==> src/rtl/alu_ctrl_seq.sv <==
// ALU control decoder with valid/ready handshake and multi-cycle MUL occupancy.
// Optional macro ALUDEC_SHIFT_EN adds the LSL/LSR R-type decodes.
module alu_ctrl_seq #(
  parameter int unsigned FUNCT_W = 11,
  parameter int unsigned MUL_LAT = 4,
  parameter int unsigned CNT_W   = 8
) (
  input  logic               clk,
  input  logic               reset,
  input  logic               in_valid,
  output logic               in_ready,
  input  logic [FUNCT_W-1:0] funct,
  input  logic [1:0]         aluop,
  output logic               out_valid,
  input  logic               out_ready,
  output logic [3:0]         alucontrol,
  output logic               illegal,
  output logic               busy,
  output logic [CNT_W-1:0]   illegal_cnt
);

  localparam int unsigned OP_W  = 11;
  localparam int unsigned LAT_W = 5;

  localparam logic [3:0] ALU_AND    = 4'b0000;
  localparam logic [3:0] ALU_OR     = 4'b0001;
  localparam logic [3:0] ALU_ADD    = 4'b0010;
  localparam logic [3:0] ALU_SUB    = 4'b0110;
  localparam logic [3:0] ALU_PASS_B = 4'b0111;
  localparam logic [3:0] ALU_MUL    = 4'b1000;
`ifdef ALUDEC_SHIFT_EN
  localparam logic [3:0] ALU_LSL    = 4'b1001;
  localparam logic [3:0] ALU_LSR    = 4'b1010;
`endif

  typedef enum logic [1:0] {
    S_EMPTY = 2'd0,
    S_FULL  = 2'd1,
    S_MBUSY = 2'd2
  } state_e;

  state_e             state_q, state_d;
  logic [3:0]         alu_q, alu_d;
  logic               ill_q, ill_d;
  logic [LAT_W-1:0]   lat_q, lat_d;
  logic [CNT_W-1:0]   icnt_q, icnt_d;

  logic [OP_W-1:0]    op;
  logic [3:0]         dec_alu;
  logic               dec_ill;
  logic               held_mul;
  logic               accept;
  logic               handoff;

  // Only the top 11 funct bits take part in decoding.
  assign op = funct[FUNCT_W-1 -: OP_W];

  always_comb begin
    dec_alu = ALU_AND;
    dec_ill = 1'b0;
    case (aluop)
      2'b00: dec_alu = ALU_ADD;
      2'b01: dec_alu = ALU_PASS_B;
      2'b10: begin
        case (op)
          11'b10001011000: dec_alu = ALU_ADD;
          11'b11001011000: dec_alu = ALU_SUB;
          11'b10001010000: dec_alu = ALU_AND;
          11'b10101010000: dec_alu = ALU_OR;
          11'b10011011000: dec_alu = ALU_MUL;
`ifdef ALUDEC_SHIFT_EN
          11'b11010011011: dec_alu = ALU_LSL;
          11'b11010011010: dec_alu = ALU_LSR;
`endif
          default:         dec_ill = 1'b1;
        endcase
      end
      default: begin
        // I-type ignores the lowest opcode bit.
        case (op[OP_W-1:1])
          10'b1001000100: dec_alu = ALU_ADD;
          10'b1101000100: dec_alu = ALU_SUB;
          10'b1001001000: dec_alu = ALU_AND;
          10'b1011001000: dec_alu = ALU_OR;
          default:        dec_ill = 1'b1;
        endcase
      end
    endcase
  end

  assign held_mul    = (alu_q == ALU_MUL);
  assign out_valid   = (state_q == S_FULL);
  assign busy        = (state_q == S_MBUSY);
  assign in_ready    = (state_q == S_EMPTY) ||
                       ((state_q == S_FULL) && out_ready && !held_mul);
  assign accept      = in_valid && in_ready;
  assign handoff     = out_valid && out_ready;
  assign alucontrol  = alu_q;
  assign illegal     = ill_q;
  assign illegal_cnt = icnt_q;

  always_comb begin
    state_d = state_q;
    alu_d   = alu_q;
    ill_d   = ill_q;
    lat_d   = lat_q;
    icnt_d  = icnt_q;
    if (handoff && ill_q && (icnt_q != {CNT_W{1'b1}})) begin
      icnt_d = icnt_q + CNT_W'(1);
    end
    case (state_q)
      S_EMPTY: begin
        if (accept) begin
          alu_d   = dec_alu;
          ill_d   = dec_ill;
          state_d = S_FULL;
        end
      end
      S_FULL: begin
        if (handoff) begin
          if (held_mul) begin
            lat_d   = LAT_W'(MUL_LAT - 1);
            state_d = S_MBUSY;
          end else if (accept) begin
            alu_d   = dec_alu;
            ill_d   = dec_ill;
          end else begin
            state_d = S_EMPTY;
          end
        end
      end
      S_MBUSY: begin
        lat_d = lat_q - LAT_W'(1);
        if (lat_q == LAT_W'(1)) begin
          state_d = S_EMPTY;
        end
      end
      default: state_d = S_EMPTY;
    endcase
  end

  always_ff @(posedge clk) begin
    if (reset) begin
      state_q <= S_EMPTY;
      alu_q   <= 4'b0000;
      ill_q   <= 1'b0;
      lat_q   <= '0;
      icnt_q  <= '0;
    end else begin
      state_q <= state_d;
      alu_q   <= alu_d;
      ill_q   <= ill_d;
      lat_q   <= lat_d;
      icnt_q  <= icnt_d;
    end
  end

endmodule
==> config.mk <==
export PLATFORM = sky130hd
export DESIGN_NAME = alu_ctrl_seq
export DESIGN_NICKNAME = d
export VERILOG_FILES = /design/src/rtl/alu_ctrl_seq.sv
export SDC_FILE = /design/constraint.sdc
export NUM_CORES = 1
export LEC_CHECK = 0
export BUFFER_PORTS_ARGS = -buffer_cell sky130_fd_sc_hd__buf_2
export CAP_MARGIN = 20
export CORE_ASPECT_RATIO = 1.1
export CORE_UTILIZATION = 40
export CTS_BUF_LIST = sky130_fd_sc_hd__clkbuf_2 sky130_fd_sc_hd__clkbuf_4 sky130_fd_sc_hd__clkbuf_8
export CTS_CLUSTER_SIZE = 8
export DETAILED_ROUTE_END_ITERATION = 6
export PLACE_DENSITY = 0.67
export SETUP_SLACK_MARGIN = 0.1
export SLEW_MARGIN = 30
export SYNTH_ARGS = -nofsm -noshare
export SYNTH_HDL_FRONTEND = slang
export SYNTH_SLANG_ARGS = --single-unit
==> constraint.sdc <==
create_clock -name clk -period 1.4 [get_ports clk]
set_input_delay 0.14 -clock clk [delete_from_list [all_inputs] [get_ports clk]]
set_output_delay 0.14 -clock clk [all_outputs]
set_load 0.01 [all_outputs]
# Word level (Yosys, flattened, before mapping)
# Cells that the tools add are included.
# word_totals
reg_bits,20
latch_bits,0
mem_bits_rw,0
mem_bits_ro,0
inputBits,17
out_inout_bits,16
word_cells,69
memories,0
# op_classes
addsub,2
mul,0
div,0
magnitude_cmp,0
eq_ne,22
shift,0
n_mux,23
bitwise_logic,0
n_reduce_logical,17
# ops
op,count
$eq A11 B11 Y1 const B,5
$eq A10 B10 Y1 const B,4
$pmux W4 S4,1
$mux W4,3
$pmux W4 S3,1
$mux W2,5
$mux W5,2
$pmux W5 S2,1
$pmux W3 S3,1
$add A8 B1 Y8 const B,1
$ne A8 B8 Y1 const B,1
$pmux W4 S2,1
$ne A2 B1 Y1 const B,3
$pmux W2 S3,1
$reduce_and A3 Y1,2
$eq A5 B1 Y1 const B,1
$logic_and A1 B1 Y1,5
$mux W1,5
$reduce_or A5 Y1,1
$sub A5 B1 Y5 const B,1
$eq A2 B1 Y1 const B,2
$eq A2 B2 Y1 const B,2
$eq A4 B4 Y1 const B,1
$logic_not A2 Y1,2
9 further kinds,12

# Longest topological paths before layout
# logic_depth
ltp_word,9
depth_mapped,6
ltp_nobuf,6

# Least setup slack after synthesis
# Ideal clock, no wire load.
# synth_path
path_kind,register to register
start,register alu_q[2] (netlist: alucontrol[2])
end,register lat_q[4]
setup_time_ps,132
arrival_time_ps,1386
required_time_ps,1268
path_slack_ps,-119
stages_incl_launch_ff,6
synth_period_minus_slack_ps,1519
path_cell_list,dfxtp_1 > or4b_4 > o21bai_4 > nand3_2 > xor2_1 > nor3_2
# synth_via
elab_chain_cells,3
# synth_lines
element,line,source
"start, declared",43,"logic [3:0] alu_q, alu_d;"
"start signal, assigned",151,alu_q <= alu_d;
$eq A4 B4 Y1,91,assign held_mul = (alu_q == ALU_MUL);
$ne A2 B1 Y1 (no line),--,
$reduce_and A3 Y1 (no line),--,
"end signal, assigned",153,lat_q <= lat_d;
"end, declared",45,"logic [LAT_W-1:0] lat_q, lat_d;"
# Every way passes these cells.
# A chain may end at the register's enable or synchronous reset.

# Worst setup path in the final report
# layout_path
start,register alu_q[0] (netlist: alucontrol[0])
end,register lat_q[4]
# The elaborated chain is that of the path after synthesis.

==> impl_metrics.env <==
export IMPL_drt_pre_antenna_iters=4
export IMPL_async_reset_ff_frac=0
export IMPL_cp_data_arrival_time_ps=1890
export IMPL_timing_setup_critical_path_class="flip-flop to flip-flop"
export IMPL_worst_ep_required_time_ps=1630
export IMPL_cap_viol_max_count=0
export IMPL_start_kind="flip-flop"
export IMPL_crit_path_max_fanout=5
export IMPL_layout_common_cells="sky130_fd_sc_hd__buf_2, sky130_fd_sc_hd__nor2_1, sky130_fd_sc_hd__buf_4"
export IMPL_number_of_nets_in_the_final_layout=205
export IMPL_synth_edff_count=0
export IMPL_clk_path_buf_depth=2
export IMPL_clkLatencyLatePin_ps=290
export IMPL_dr_first_iter_drc_count=15
export IMPL_vias_per_cell=5.32
export IMPL_run_status="finished, violations left"
export IMPL_ys_seq_elements=20
export IMPL_worst_pin_slew_ps=402
export IMPL_post_synth_cell_area_avg_sq_um=8.84
export IMPL_switching_share=0.256
export IMPL_synth_largest_area_cell="sky130_fd_sc_hd__dfxtp_1"
export IMPL_buffer_ports_inserted=32
export IMPL_clock_tree_skew_after_final_layout_ps=7.38
export IMPL_mappedNetlistNets=144
export IMPL_worst_setup_hold_path_clk_slew_ps=110
export IMPL_numCtsBuffers=3
export IMPL_final_hold_violation_count=0
export IMPL_areaGrowthSynthToFinish_pct=54.0
export IMPL_first_pass_grt_wire_length_um=4430
export IMPL_postCtsHoldBufs=0
export IMPL_power_share_sequential=0.576
export IMPL_synth_cells=124
export IMPL_worstPathCellList="or4b_4 -> buf_12 -> o21bai_4 -> nand3_2 -> xor2_2 -> nor3_2"
export IMPL_ctsHtreeMaxLevel=1
export IMPL_max_ir_drop_vdd_uv=347
export IMPL_clockRootBuffer="sky130_fd_sc_hd__clkbuf_4"
export IMPL_detailroute_via_count=1139
export IMPL_violated_checks="negative setup slack"
export IMPL_first_global_vias=1043
export IMPL_global_route_usage_over_all_layers=0.201
export IMPL_power_switching_w=0.000260
export IMPL_cts_tree="done"
export IMPL_synth_largest_type_area_fraction=0.365
export IMPL_timing_fmax_ghz=0.601
export IMPL_finalWeightedCongestion=0.805
export IMPL_finalWirelength_um=2840
export IMPL_synthFlopType="sky130_fd_sc_hd__dfxtp_1"
export IMPL_timing_setup_tns_ps=-2260
export IMPL_final_critical_path_share_of_the_clock_period=1.19
export IMPL_setup_viol=13
export IMPL_initial_core_util=0.431
export IMPL_slew_violations=0
export IMPL_standard_cell_row_count=19
export IMPL_fillers=206
export IMPL_slowest_delay_ps=580
export IMPL_setup_slack_ps=-263
export IMPL_maximum_number_of_pins_on_one_net_before_global_route_repair=21
export IMPL_floorplan_io_pins=33
export IMPL_timing_hold_worst_class="input pin to flip-flop"
export IMPL_post_synth_main_area_contributors="sky130_fd_sc_hd__dfxtp_1, sky130_fd_sc_hd__nor2_1, sky130_fd_sc_hd__xor2_1, sky130_fd_sc_hd__ha_1, sky130_fd_sc_hd__a311oi_1"
export IMPL_drt_antenna_violating_nets=0
export IMPL_placed_cells=198
export IMPL_hpwl_um=1870
export IMPL_drt_drc_violations_left=0
export IMPL_portion_of_the_post_synthesis_area_used_by_sequential_elements=0.365
export IMPL_synth_area_sq_um=1100
export IMPL_die_x_um=51.9
export IMPL_worst_slack_placed_ps=-110
export IMPL_total_leakage_power_nw=0.708
export IMPL_pwr_density_cell_nw_per_um2=602
export IMPL_cpMaxStageDelayCell="sky130_fd_sc_hd__or4b_4"
export IMPL_setup_repair_after_global_routing_missed_its_margin="true"
export IMPL_synth_lib_cells_used_distinct=39
export IMPL_slew_headroom=0.732
export IMPL_internal_power_w=0.000756
export IMPL_design_core_area_sq_um=2540
export IMPL_die_y_um=56.9
export IMPL_globalRoute_totalOverflow=0
export IMPL_timing_final_crit_period_ps=1660
export IMPL_n_antenna_cell=0
export IMPL_crit_buf_inv=1
export IMPL_timing_critical_path_max_delay_family="simple AND/OR/NAND/NOR gates"
export IMPL_most_common_library_cell_in_the_layout_ignoring_fill_and_taps="sky130_fd_sc_hd__buf_2"
export IMPL_post_layout_nonfiller_instances=214
export IMPL_crit_path_end_kind="flip-flop"
export IMPL_power_share_combinational=0.161
export IMPL_clock_sink_count=20
export IMPL_drive_above_1_share=0.508
export IMPL_yosysWarningCount=0
export IMPL_power_frac_clock=0.262
export IMPL_antenna_found_initial=0
export IMPL_detail_route_wl_per_cell_um=13.3
export IMPL_dieArea_sq_um=2950
==> stage by stage <==
step | utilization | cell area [sq um] | total power, W | hold WS, ps
final | 0.664 | 1690 | 0.00102 | 62.6
after global routing | 0.664 | 1690 | 0.00107 | 63.0
after CTS | 0.604 | 1540 | 0.00101 | 54.2
after detailed placement | 0.563 | 1430 | 0.000739 | 372
after global placement | 0.563 | 1430 | 0.000736 | 375
after floorplan | - | 1140 | 0.000666 | 241
==> layer usage <==
| metal | share of wire | GRT usage |
|---|---|---|
| met2 | 0.50 | 0.352 |
| met1 | 0.44 | 0.224 |
| met3 | 0.035 | 0.0298 |
| met5 | 0 | 0 |
| met4 | 0.033 | 0.116 |
==> power by group through the flow <==
stage	Combinational (W)	Sequential (W)	Clock [W]
3_5_place_dp	0.000137	0.000601	0
4_1_cts	0.000149	0.000585	0.000279
6_report	0.000164	0.000586	0.000266
3_3_place_gp	0.000136	0.000600	0
2_1_floorplan	0.0000570	0.000609	0
5_1_grt	0.000178	0.000587	0.000309
==> synth_stat cells, drive strengths merged, types with 3 or more instances <==
master / n
nor3: 6
nor2: 22
a211oi: 4
nand3b: 3
o21ai: 4
xor2: 7
a21oi: 3
nand2: 8
nand2b: 3
dfxtp: 20
xnor2: 3
inv: 5
a311oi: 5
ha: 3
nand3: 4
==> cell families after synthesis <==
family	after synthesis	synth area share
and+or+nand+nor	62	0.323
AOI/OAI and AO/OA	21	0.164
DFF	20	0.365
xor gates and xnor gates	10	0.0799
buffers and inverters	7	0.0240
adders and majority gates	3	0.0343
muxes	1	0.00913
==> cell type report <==
cell class              instances  area [sq um]  area share
clock buffers                   3          22.5      0.0133
inverters                       5          18.8      0.0111
well taps                      31          38.8      0.0230
multi-input cells              98           797       0.472
flip-flops and latches         20           418       0.248
repair buffers                 57           393       0.233
==> sequential cells by signal, summed over array words and instances, names as in the netlist <==
register     flops
illegal_cnt      8
illegal          1
alucontrol       4
lat_q            5
state_q          2
==> final timing paths <==
kind	slack (ps)	depth (start not counted)	from	endpoint
max	-260	6	alucontrol[0]	lat_q[4]
min	60	2	aluop[1]	alucontrol[1]
max reg2reg	-260	6	alucontrol[0]	lat_q[4]
min reg2reg	520	2	lat_q[1]	lat_q[1]
==> timing repair <==
action                     CTS  global route
pin swaps                   11            11
resized for setup           11            20
setup endpoints to repair   22            22
setup buffers                4             8
hold endpoints to repair     0             0
gates cloned                 1             0
No activity file was read; power rests on OpenSTA's default activity.
